### src/rtl/stg_mo_hs_if.sv
// rtl/stg_mo_hs_if.sv - multi-port memory request/ack bus used by the memory-op stage
interface stg_mo_hs_if #(
  parameter int DATA_W = 24,
  parameter int ADDR_W = 24,
  parameter int NPORT  = 2
);
  logic [NPORT-1:0]        ow_mem_req;
  logic                    ow_mem_we;
  logic [ADDR_W-1:0]       ow_mem_addr;
  logic [DATA_W-1:0]       ow_mem_wdata;
  logic [NPORT-1:0]        iw_mem_ack;
  logic [NPORT*DATA_W-1:0] iw_mem_rdata;

  modport master (
    output ow_mem_req, ow_mem_we, ow_mem_addr, ow_mem_wdata,
    input  iw_mem_ack, iw_mem_rdata
  );

  modport slave (
    input  ow_mem_req, ow_mem_we, ow_mem_addr, ow_mem_wdata,
    output iw_mem_ack, iw_mem_rdata
  );
endinterface

### src/rtl/stg_mo_hs.sv
// rtl/stg_mo_hs.sv - memory-op pipeline stage: holds one load/store on a selected port until ack or timeout
module stg_mo_hs #(
  parameter int  DATA_W  = 24,
  parameter int  ADDR_W  = 24,
  parameter int  NPORT   = 2,
  parameter int  TGT_W   = 4,
  parameter int  TIMEOUT = 15,
  localparam int MP_W    = $clog2(NPORT)
) (
  input  logic              iw_clk,
  input  logic              iw_rst_n,
  input  logic              iw_valid,
  input  logic [ADDR_W-1:0] iw_pc,
  input  logic [DATA_W-1:0] iw_instr,
  input  logic [TGT_W-1:0]  iw_tgt_gp,
  input  logic              iw_tgt_gp_we,
  input  logic [1:0]        iw_mem_op,
  input  logic [MP_W-1:0]   iw_mem_mp,
  input  logic [ADDR_W-1:0] iw_addr,
  input  logic [DATA_W-1:0] iw_result,
  output logic              ow_stall,
  stg_mo_hs_if.master       mem,
  output logic              ow_valid,
  output logic [ADDR_W-1:0] ow_pc,
  output logic [DATA_W-1:0] ow_instr,
  output logic [TGT_W-1:0]  ow_tgt_gp,
  output logic              ow_tgt_gp_we,
  output logic [DATA_W-1:0] ow_result,
  output logic              ow_fault
);

  typedef enum logic {ST_IDLE = 1'b0, ST_BUSY = 1'b1} state_t;

  localparam logic [7:0] TO_LAST = 8'(TIMEOUT - 1);

  state_t            state, state_nxt;
  logic [7:0]        cnt;
  logic              cap_store;
  logic [MP_W-1:0]   cap_mp;
  logic [ADDR_W-1:0] cap_addr;
  logic [DATA_W-1:0] cap_wdata;
  logic [ADDR_W-1:0] cap_pc;
  logic [DATA_W-1:0] cap_instr;
  logic [TGT_W-1:0]  cap_tgt;
  logic              cap_tgt_we;

  logic              is_mem;
  logic              ack_hit;
  logic [DATA_W-1:0] rdata_sel;
  logic              do_pass, do_start, do_ack, do_timeout;
  logic [NPORT-1:0]  req_vec;

  assign is_mem = (iw_mem_op == 2'b01) || (iw_mem_op == 2'b10);

  // Only the captured port's ack/rdata matter; every other port is ignored.
  always_comb begin
    ack_hit   = 1'b0;
    rdata_sel = '0;
    req_vec   = '0;
    for (int p = 0; p < NPORT; p++) begin
      if (cap_mp == MP_W'(p)) begin
        ack_hit    = mem.iw_mem_ack[p];
        rdata_sel  = mem.iw_mem_rdata[p*DATA_W +: DATA_W];
        req_vec[p] = (state == ST_BUSY);
      end
    end
  end

  always_ff @(posedge iw_clk or negedge iw_rst_n) begin
    if (!iw_rst_n) state <= ST_IDLE;
    else           state <= state_nxt;
  end

  always_comb begin
    state_nxt  = state;
    do_pass    = 1'b0;
    do_start   = 1'b0;
    do_ack     = 1'b0;
    do_timeout = 1'b0;
    case (state)
      ST_IDLE: begin
        if (iw_valid) begin
          if (is_mem) begin
            do_start  = 1'b1;
            state_nxt = ST_BUSY;
          end else begin
            do_pass = 1'b1;
          end
        end
      end
      ST_BUSY: begin
        if (ack_hit) begin
          do_ack    = 1'b1;
          state_nxt = ST_IDLE;
        end else if (cnt == TO_LAST) begin
          do_timeout = 1'b1;
          state_nxt  = ST_IDLE;
        end
      end
      default: state_nxt = ST_IDLE;
    endcase
  end

  // Bus outputs come straight from state so reset drops them without waiting for a clock.
  assign ow_stall         = (state == ST_BUSY);
  assign mem.ow_mem_req   = req_vec;
  assign mem.ow_mem_we    = (state == ST_BUSY) && cap_store;
  assign mem.ow_mem_addr  = (state == ST_BUSY) ? cap_addr  : '0;
  assign mem.ow_mem_wdata = (state == ST_BUSY) ? cap_wdata : '0;

  always_ff @(posedge iw_clk or negedge iw_rst_n) begin
    if (!iw_rst_n) begin
      cnt          <= '0;
      cap_store    <= 1'b0;
      cap_mp       <= '0;
      cap_addr     <= '0;
      cap_wdata    <= '0;
      cap_pc       <= '0;
      cap_instr    <= '0;
      cap_tgt      <= '0;
      cap_tgt_we   <= 1'b0;
      ow_valid     <= 1'b0;
      ow_pc        <= '0;
      ow_instr     <= '0;
      ow_tgt_gp    <= '0;
      ow_tgt_gp_we <= 1'b0;
      ow_result    <= '0;
      ow_fault     <= 1'b0;
    end else begin
      ow_valid <= 1'b0;
      if (do_pass) begin
        ow_valid     <= 1'b1;
        ow_pc        <= iw_pc;
        ow_instr     <= iw_instr;
        ow_tgt_gp    <= iw_tgt_gp;
        ow_tgt_gp_we <= iw_tgt_gp_we;
        ow_result    <= iw_result;
        ow_fault     <= 1'b0;
      end
      if (do_start) begin
        cnt        <= '0;
        cap_store  <= (iw_mem_op == 2'b10);
        cap_mp     <= iw_mem_mp;
        cap_addr   <= iw_addr;
        cap_wdata  <= iw_result;
        cap_pc     <= iw_pc;
        cap_instr  <= iw_instr;
        cap_tgt    <= iw_tgt_gp;
        cap_tgt_we <= iw_tgt_gp_we;
      end
      if (state == ST_BUSY && !do_ack && !do_timeout) begin
        cnt <= cnt + 8'd1;
      end
      if (do_ack || do_timeout) begin
        ow_valid     <= 1'b1;
        ow_pc        <= cap_pc;
        ow_instr     <= cap_instr;
        ow_tgt_gp    <= cap_tgt;
        ow_tgt_gp_we <= do_ack ? cap_tgt_we : 1'b0;
        ow_fault     <= do_timeout;
        if (do_timeout)     ow_result <= '0;
        else if (cap_store) ow_result <= cap_wdata;
        else                ow_result <= rdata_sel;
      end
    end
  end

endmodule
### src/flat_wrapper.sv
// flat-port wrapper written by rule: the top's interface ports become plain ports
module stg_mo_hs_flat 
#(
  parameter int  DATA_W  = 24,
  parameter int  ADDR_W  = 24,
  parameter int  NPORT   = 2,
  parameter int  TGT_W   = 4,
  parameter int  TIMEOUT = 15,
  localparam int MP_W    = $clog2(NPORT)
)
  (iw_clk, iw_rst_n, iw_valid, iw_pc, iw_instr, iw_tgt_gp, iw_tgt_gp_we, iw_mem_op, iw_mem_mp, iw_addr, iw_result, ow_stall, ow_valid, ow_pc, ow_instr, ow_tgt_gp, ow_tgt_gp_we, ow_result, ow_fault, mem_ow_mem_req, mem_ow_mem_we, mem_ow_mem_addr, mem_ow_mem_wdata, mem_iw_mem_ack, mem_iw_mem_rdata);
  stg_mo_hs_if #(.DATA_W(DATA_W), .ADDR_W(ADDR_W), .NPORT(NPORT)) mem_i ();
  input  logic iw_clk;
  input  logic iw_rst_n;
  input  logic iw_valid;
  input  logic [ADDR_W-1:0] iw_pc;
  input  logic [DATA_W-1:0] iw_instr;
  input  logic [TGT_W-1:0] iw_tgt_gp;
  input  logic iw_tgt_gp_we;
  input  logic [1:0] iw_mem_op;
  input  logic [MP_W-1:0] iw_mem_mp;
  input  logic [ADDR_W-1:0] iw_addr;
  input  logic [DATA_W-1:0] iw_result;
  output logic ow_stall;
  output logic ow_valid;
  output logic [ADDR_W-1:0] ow_pc;
  output logic [DATA_W-1:0] ow_instr;
  output logic [TGT_W-1:0] ow_tgt_gp;
  output logic ow_tgt_gp_we;
  output logic [DATA_W-1:0] ow_result;
  output logic ow_fault;
  output wire logic [$bits(mem_i.ow_mem_req)-1:0] mem_ow_mem_req;
  output wire logic [$bits(mem_i.ow_mem_we)-1:0] mem_ow_mem_we;
  output wire logic [$bits(mem_i.ow_mem_addr)-1:0] mem_ow_mem_addr;
  output wire logic [$bits(mem_i.ow_mem_wdata)-1:0] mem_ow_mem_wdata;
  input wire logic [$bits(mem_i.iw_mem_ack)-1:0] mem_iw_mem_ack;
  input wire logic [$bits(mem_i.iw_mem_rdata)-1:0] mem_iw_mem_rdata;
  assign mem_ow_mem_req = mem_i.ow_mem_req;
  assign mem_ow_mem_we = mem_i.ow_mem_we;
  assign mem_ow_mem_addr = mem_i.ow_mem_addr;
  assign mem_ow_mem_wdata = mem_i.ow_mem_wdata;
  assign mem_i.iw_mem_ack = mem_iw_mem_ack;
  assign mem_i.iw_mem_rdata = mem_iw_mem_rdata;
  stg_mo_hs #(.DATA_W(DATA_W), .ADDR_W(ADDR_W), .NPORT(NPORT), .TGT_W(TGT_W), .TIMEOUT(TIMEOUT)) u_core (.iw_clk(iw_clk), .iw_rst_n(iw_rst_n), .iw_valid(iw_valid), .iw_pc(iw_pc), .iw_instr(iw_instr), .iw_tgt_gp(iw_tgt_gp), .iw_tgt_gp_we(iw_tgt_gp_we), .iw_mem_op(iw_mem_op), .iw_mem_mp(iw_mem_mp), .iw_addr(iw_addr), .iw_result(iw_result), .ow_stall(ow_stall), .mem(mem_i), .ow_valid(ow_valid), .ow_pc(ow_pc), .ow_instr(ow_instr), .ow_tgt_gp(ow_tgt_gp), .ow_tgt_gp_we(ow_tgt_gp_we), .ow_result(ow_result), .ow_fault(ow_fault));
endmodule
### config.mk
export PLATFORM = sky130hd
export DESIGN_NAME = stg_mo_hs_flat
export DESIGN_NICKNAME = d
export VERILOG_FILES = /design/src/rtl/stg_mo_hs_if.sv /design/src/rtl/stg_mo_hs.sv /design/src/flat_wrapper.sv
export SDC_FILE = /design/constraint.sdc
export NUM_CORES = 1
export LEC_CHECK = 0
export ABC_AREA = 1
export BUFFER_PORTS_ARGS = -buffer_cell sky130_fd_sc_hd__buf_2
export CAP_MARGIN = 20
export CORE_ASPECT_RATIO = 0.6
export CORE_MARGIN = 3
export CORE_UTILIZATION = 45
export CTS_BUF_LIST = sky130_fd_sc_hd__clkbuf_4
export CTS_CLUSTER_DIAMETER = 150
export DETAILED_ROUTE_END_ITERATION = 6
export HOLD_SLACK_MARGIN = 0.05
export PLACE_DENSITY = 0.72
export RECOVER_POWER = 25
export SYNTH_ARGS = -nofsm -noshare
export SYNTH_HDL_FRONTEND = slang
export SYNTH_SLANG_ARGS = --single-unit
### constraint.sdc
create_clock -name iw_clk -period 1.86 [get_ports iw_clk]
set_input_delay 0.186 -clock iw_clk [delete_from_list [all_inputs] [get_ports iw_clk]]
set_output_delay 0.186 -clock iw_clk [all_outputs]
set_load 0.005 [all_outputs]
==> results of run 1 <==
## per-layer routing
| metal | vias to the layer above | share of wire (%) | GRT usage, % |
|---|---|---|---|
| met5 | - | 0 | 0 |
| met4 | 0 | 2.7 | 8.63 |
| met3 | 65 | 8.3 | 6.17 |
| met2 | 440 | 45 | 39.2 |
| met1 | 4561 | 44 | 34.7 |
| li1 | 4895 | - | - |
## power by group through the flow
stage	logic (uW)	registers [uW]	clock network, uW
4_1_cts	7560	7080	2290
3_5_place_dp	7280	7120	0
5_1_grt	8830	7310	2460
3_3_place_gp	7070	7100	0
6_report	7770	7120	2210
2_1_floorplan	4480	6990	0
## synth_stat cells, types with 2 or more instances
cell / n / area [um2]
sky130_fd_sc_hd__buf_2: 32 / 160
sky130_fd_sc_hd__or2_2: 2 / 12.5
sky130_fd_sc_hd__buf_1: 2 / 7.51
sky130_fd_sc_hd__nand4_1: 27 / 169
sky130_fd_sc_hd__buf_4: 6 / 45.0
sky130_fd_sc_hd__nor2_4: 2 / 22.5
sky130_fd_sc_hd__o21ai_1: 43 / 215
sky130_fd_sc_hd__o21ai_0: 94 / 470
sky130_fd_sc_hd__nand2_1: 577 / 2170
sky130_fd_sc_hd__buf_6: 6 / 67.6
sky130_fd_sc_hd__a31oi_1: 24 / 150
sky130_fd_sc_hd__inv_1: 240 / 901
sky130_fd_sc_hd__nand2_2: 4 / 25.0
sky130_fd_sc_hd__inv_2: 4 / 15.0
sky130_fd_sc_hd__ha_1: 3 / 37.5
sky130_fd_sc_hd__clkbuf_1: 31 / 116
sky130_fd_sc_hd__dfrtp_1: 191 / 4780
sky130_fd_sc_hd__nand3_1: 33 / 165
sky130_fd_sc_hd__nor2_1: 30 / 113
## per-stage QoR
step / utilization (%) / cells / worst slack [ns] / area [um2]
after floorplan: - / 1358 / 0.278 / 9710
after global placement: 56.0 / 1870 / 0.0226 / 11500
after detailed placement: 56.0 / 1870 / 0.0428 / 11500
after CTS: 64.6 / 2052 / 0.0187 / 13300
after global routing: 64.9 / 2055 / 0.00594 / 13400
final: 64.9 / 2056 / 0.118 / 13400
## final timing paths
| check | startpoint | to | slack [ns] | cells after the start |
|---|---|---|---|---|
| max | u_core.cap_mp$_DFFE_PN0P_ | u_core.ow_result[15]$_DFFE_PN0P_ | 0.12 | 9 |
| min | iw_valid | u_core.cap_addr[23]$_DFFE_PN0P_ | 0.12 | 6 |
| max reg2reg | u_core.cap_mp$_DFFE_PN0P_ | u_core.ow_result[15]$_DFFE_PN0P_ | 0.12 | 9 |
| min reg2reg | u_core.cap_addr[19]$_DFFE_PN0P_ | u_core.cap_addr[19]$_DFFE_PN0P_ | 0.49 | 2 |
| max in group asynchronous | iw_rst_n | u_core.cap_mp$_DFFE_PN0P_ | 0.33 | 3 |
| min in group asynchronous | iw_rst_n | u_core.ow_pc[16]$_DFFE_PN0P_ | 0.47 | 2 |
## worst min-delay path: cells and delay by family
family,cells,cell delay (ns)
buffers and inverters,3,0.32
and+or+nand+nor,3,0.16
## cell families after synthesis
| group | Yosys count |
|---|---|
| xor+xnor | 1 |
| fa+ha+maj | 3 |
| buf+inv | 322 |
| compound gates | 162 |
| simple gates | 679 |
| flops | 191 |
## state kept, by name (all words and copies together) (netlist names), 4 cells and up
signal	flops
u_core.cap_pc	24
u_core.cap_addr	24
u_core.ow_result	24
u_core.cnt	8
u_core.cap_tgt	4
u_core.ow_instr	24
u_core.cap_instr	24
u_core.ow_tgt_gp	4
u_core.cap_wdata	24
u_core.ow_pc	24
## placed cells by master, fill, tap and decap left out, drive strengths merged, types with 24 or more instances in the layout
cell type,n
a31oi,24
buf,315
dfrtp,191
dlygate4sd3,151
inv,246
nand2,582
nand3,34
nand4,27
nor2,32
o21ai,138
## layout make-up
type	count	area, um2	share of cell area [%]
sequential	191	4780	35.8
multi-input combinational	845	3630	27.2
timing repair buffer	469	3410	25.6
inverter	245	922	6.91
tap	273	342	2.56
clock buffer	19	143	1.07
clock inverter	12	119	0.890
antenna	2	5.00	0.0375
## repair_timing
item,CTS,global route
endpoints found under the hold margin,370,0
cloned,0,2
hold buffers,151,0
buffers inserted,0,0
gates resized for setup,1,8
endpoints found under the setup margin,1,37
==> results.yml, run 1 <==
die:
  area_of_the_core_um2: 20600
  num_io_pins: 288
  placement_rows: 40
  die_area_um2: 23400
  die_x_um: 196
  chip_height_um: 120
  floorplan.initialDensity_pct: 47.2
logic_synthesis:
  netlist_area_um2: 9710
  synth_compound_area_share_pct: 8.70
  synth_simple_gate_area_share_pct: 28.0
  synth-seq-area-share_pct: 49.2
  postSynthNetCount: 1518
  asyncSetResetFlopFracSynth_pct: 100
  post_synth_num_cell_types: 26
  post_synth_inst_count: 1358
  synth.mux.area_fraction_pct: 0
  yosysWarnings: 0
  number_of_flops_mapped_to_enable_cells_by_yosys: 0
  ys_dominant_reg_cell: "sky130_fd_sc_hd__dfrtp_1"
  synth_top_family_by_area: "simple AND/OR/NAND/NOR gates"
  count_of_state_elements_after_synthesis: 191
  post_synth.cell_area_avg_um2: 7.15
  synth_xor_xnor_area_share_pct: 0.0902
  synthAdderAreaFrac_pct: 0.387
sta:
  peak_clock_frequency_supported_by_timing_mhz: 574
  min_period_over_period_pct: 93.7
  timing.final.max_slew_violations: 0
  finalClockSkew_ns: 0.0206
  timing.setup.tns_ns: 0
  timing.slew.headroom_pct: 8.28
  setup_viol_count_final: 0
  final.hold.worst_slack_ns: 0.123
  final-hold-violation-count: 0
  setup_repair_after_global_routing_missed_its_margin: "false"
  worst_slew_pin_slew_ns: 1.38
  layout_min_cycle_time_ns: 1.74
global_route:
  number_of_global_route_vias_before_repair: 9411
  grt.total_usage_pct: 25.2
  maximum_number_of_pins_on_one_net_before_global_route_repair: 79
  grt_first_pass_wirelength_um: 48100
  grt_overflow: 0
  initial_antenna_violation_count: 1
power:
  clock_power_share_pct: 12.9
  seq_power_share_pct: 41.6
  p_sw_share_pct: 40.8
  vdd.ir_drop.worst_mv: 0.620
  leakagePower_uw: 0.00777
  pwr-share-comb_pct: 45.4
  power.total_uw: 17100
  power.switching_uw: 6970
  power_report.internal_total_uw: 10100
  power.density_cell_area_nw_per_um2: 1280
route:
  viasPerCell: 4.84
  detail_route.first_pass.iterations: 6
  detailroute.via_count: 9961
  ant_nets: 0
  post_drt_wl_per_cell_um: 14.7
  drt_iter0_markers: 789
  remaining_drc_errors: 0
  wirelength_um: 30200
clocking:
  cts_sinks: 191
  clk-insertion-delay-late_ns: 0.57
  cts.reportedPaths.clkPinSlew_ns: 0.16
  ctsRootBufferMaster: "sky130_fd_sc_hd__clkbuf_4"
  buffer_depth_of_the_longest_clock_path: 2
  tritoncts_clock_tree: "yes"
  cts.htree.levels: 4
  cts_inserted_buffers: 17
critical_path:
  worstPathMaxFanout: 25
  critical_path_buf_inv_count: 4
  path_class: "flip-flop to flip-flop"
  cpPeakStageDelay_ns: 0.56
  crit_path_slowest_cell: "sky130_fd_sc_hd__dlygate4sd3_1"
  timing.critical_path.arrival_ns: 2.27
  worst_path_dominant_cell_family: "buffers and inverters"
  cp_common_cell: "sky130_fd_sc_hd__nand2_1"
  setup.worst_path.start_class: "flip-flop"
  worst-endpoint-required_ns: 2.39
  worstPathCellList: "inv_4, buf_8, nand2_1, a31oi_1, dlygate4sd3_1, nand2_1, nand2_1, nand2_1, inv_1"
  endpoint_kind: "flip-flop"
layout:
  syn_to_final_growth_pct: 37.6
  final_net_count: 1929
  layout_fillers: 1682
  final_layout_size_suffix_gt1_share_pct: 20.6
run_status:
  status: "complete, no violations"
worst_hold_path:
  min-delay-path-class: "input port to flip-flop"
run:
  drv.max_cap_violation_count: 0
placement:
  globalplace.congestion: 0.827
  hpwl_um: 18700
  io_buffers: 287
Power figures use the tool's default switching activity.
==> inputs of run 2 (changes only) <==
--- a/config.mk
+++ b/config.mk
@@ -11,7 +11,7 @@
 export CORE_ASPECT_RATIO = 0.6
 export CORE_MARGIN = 3
 export CORE_UTILIZATION = 45
-export CTS_BUF_LIST = sky130_fd_sc_hd__clkbuf_4
+export CTS_BUF_LIST = sky130_fd_sc_hd__clkbuf_8
 export CTS_CLUSTER_DIAMETER = 150
 export DETAILED_ROUTE_END_ITERATION = 6
 export HOLD_SLACK_MARGIN = 0.05
==> results.yml, run 2 (same netlist as run 1, synthesis figures left out) <==
critical_path:
  endpoint_kind: "flip-flop"
  worst_path_dominant_cell_family: "simple AND/OR/NAND/NOR gates"
  timing.critical_path.arrival_ns: 2.06
  worstPathCellList: "inv_1, ha_1, nand3_1, nor2_4, nand2_4, nand2_8, buf_12, nand2_1, o21ai_1, inv_1"
  worst-endpoint-required_ns: 2.22
  worstPathMaxFanout: 32
  cpPeakStageDelay_ns: 0.38
  setup.worst_path.start_class: "flip-flop"
  path_class: "flip-flop to flip-flop"
  cp_common_cell: "sky130_fd_sc_hd__inv_1"
  critical_path_buf_inv_count: 3
  crit_path_slowest_cell: "sky130_fd_sc_hd__dfrtp_1"
die:
  die_x_um: 196
  floorplan.initialDensity_pct: 47.2
  area_of_the_core_um2: 20600
  num_io_pins: 288
  chip_height_um: 120
  placement_rows: 40
  die_area_um2: 23400
clocking:
  cts_sinks: 191
  cts.htree.levels: 4
  cts.reportedPaths.clkPinSlew_ns: 0.09
  cts_inserted_buffers: 17
  ctsRootBufferMaster: "sky130_fd_sc_hd__clkbuf_8"
  tritoncts_clock_tree: "yes"
  post-cts-setup-buffers: 0
  buffer_depth_of_the_longest_clock_path: 2
  clk-insertion-delay-late_ns: 0.46
power:
  pwr-share-comb_pct: 43.4
  clock_power_share_pct: 15.4
  power_report.internal_total_uw: 10400
  leakagePower_uw: 0.00760
  p_sw_share_pct: 39.9
  vdd.ir_drop.worst_mv: 0.664
  seq_power_share_pct: 41.3
  power.density_cell_area_nw_per_um2: 1340
  power.switching_uw: 6900
layout:
  layout_common_cells: "577 x sky130_fd_sc_hd__nand2_1, 286 x sky130_fd_sc_hd__buf_2, 242 x sky130_fd_sc_hd__inv_1"
  syn_to_final_growth_pct: 33.4
  final_layout_size_suffix_gt1_share_pct: 21.0
  layout.cells.most_common: "sky130_fd_sc_hd__nand2_1"
  final_net_count: 1880
  postLayoutCoreUtil_pct: 62.9
sta:
  final-hold-violation-count: 0
  finalClockSkew_ns: 0.00767
  setup_viol_count_final: 0
  timing.final.max_slew_violations: 0
  worst_slew_pin_slew_ns: 1.42
  setup_repair_after_global_routing_missed_its_margin: "false"
  timing.slew.headroom_pct: 5.09
  layout_min_cycle_time_ns: 1.71
  min_period_over_period_pct: 91.7
  timing.setup.tns_ns: 0
  setup_slack_ns: 0.155
  peak_clock_frequency_supported_by_timing_mhz: 586
route:
  ant_nets: 0
  remaining_drc_errors: 0
  post_drt_wl_per_cell_um: 14.2
  drt_iter0_markers: 630
  wirelength_um: 28500
  viasPerCell: 4.78
  detail_route.first_pass.iterations: 5
  detailroute.via_count: 9598
placement:
  pre_cts_slack_ns: 0.0428
  globalplace.congestion: 0.827
  io_buffers: 287
  hpwl_um: 18700
global_route:
  maximum_number_of_pins_on_one_net_before_global_route_repair: 79
  initial_antenna_violation_count: 1
  grt_first_pass_wirelength_um: 45900
  grt.total_usage_pct: 24.0
  grt_overflow: 0
  number_of_global_route_vias_before_repair: 9051
worst_hold_path:
  min-delay-path-class: "input port to flip-flop"
run:
  drv.max_cap_violation_count: 0
run_status:
  status: "complete, no violations"
-- run 2: changes by cell type in the layout (fill, tap and decap cells not counted), sizes merged --
cell         previous run  this run
clkbuf                 22        20
clkinv                  8         7
diode                   2         1
dlygate4sd3           151       103
inv                   246       248
-- run 2: stage by stage --
stage	hold slack (ns)	total power (uW)	std cells	cell area, um2
floorplan	-0.110	11500	1358	9710
finish	0.0840	17300	2006	12900
CTS	0.0599	17300	2004	12900
global route	0.0803	18800	2006	12900
global placement	0.183	14200	1870	11500
detailed placement	0.181	14400	1870	11500
-- run 2: worst min-delay path: cells and delay by family --
family,cells,cell delay [ns]
adders and majority gates,1,0.13
buffers and inverters,1,0.08
AOI/OAI and AO/OA,1,0.06
and+or+nand+nor,1,0.05
-- run 2: final cells by class --
cell class / instances / area [um2]
Clock inverter: 13 / 123
Timing Repair Buffer: 420 / 2900
Inverter: 245 / 922
Fill cell: 1756 / 7620
Antenna cell: 1 / 2.50
Clock buffer: 18 / 248
Multi-Input combinational cell: 845 / 3630
Tap cell: 273 / 342
Sequential cell: 191 / 4780
-- run 2: per-layer routing --
metal,global-route usage (%),vias to the layer above,part of all wire [%]
met2,37.1,359,45
met4,7.30,0,1.7
met1,34.0,4412,46
met5,0,-,0
met3,5.27,38,7.5
li1,-,4789,-
-- run 2: what timing repair did --
item / CTS / global route
hold buffers: 103 / 0
resized for setup: 0 / 1
endpoints found under the hold margin: 200 / 0
endpoints found under the setup margin: 0 / 17
-- run 2: worst paths after layout --
| kind | from | to | cells after the start | slack (ns) |
|---|---|---|---|---|
| min reg2reg | u_core.cap_addr[13]$_DFFE_PN0P_ | u_core.cap_addr[13]$_DFFE_PN0P_ | 2 | 0.48 |
| min | iw_mem_op[1] | u_core.cap_store$_DFFE_PN0P_ | 4 | 0.08 |
| max | u_core.cnt[0]$_DFFE_PN0P_ | u_core.ow_pc[16]$_DFFE_PN0P_ | 10 | 0.15 |
| max reg2reg | u_core.cnt[0]$_DFFE_PN0P_ | u_core.ow_pc[16]$_DFFE_PN0P_ | 10 | 0.15 |
| max in group asynchronous | iw_rst_n | u_core.ow_pc[23]$_DFFE_PN0P_ | 3 | 0.27 |
| min in group asynchronous | iw_rst_n | u_core.ow_pc[16]$_DFFE_PN0P_ | 2 | 0.60 |
-- run 2: power by group through the flow --
stage / clock network [uW] / logic, uW / registers, uW
after global routing: 2910 / 8580 / 7310
after CTS: 2750 / 7460 / 7090
final: 2660 / 7500 / 7130
after floorplan: 0 / 4480 / 6990
after detailed placement: 0 / 7280 / 7120
after global placement: 0 / 7070 / 7100
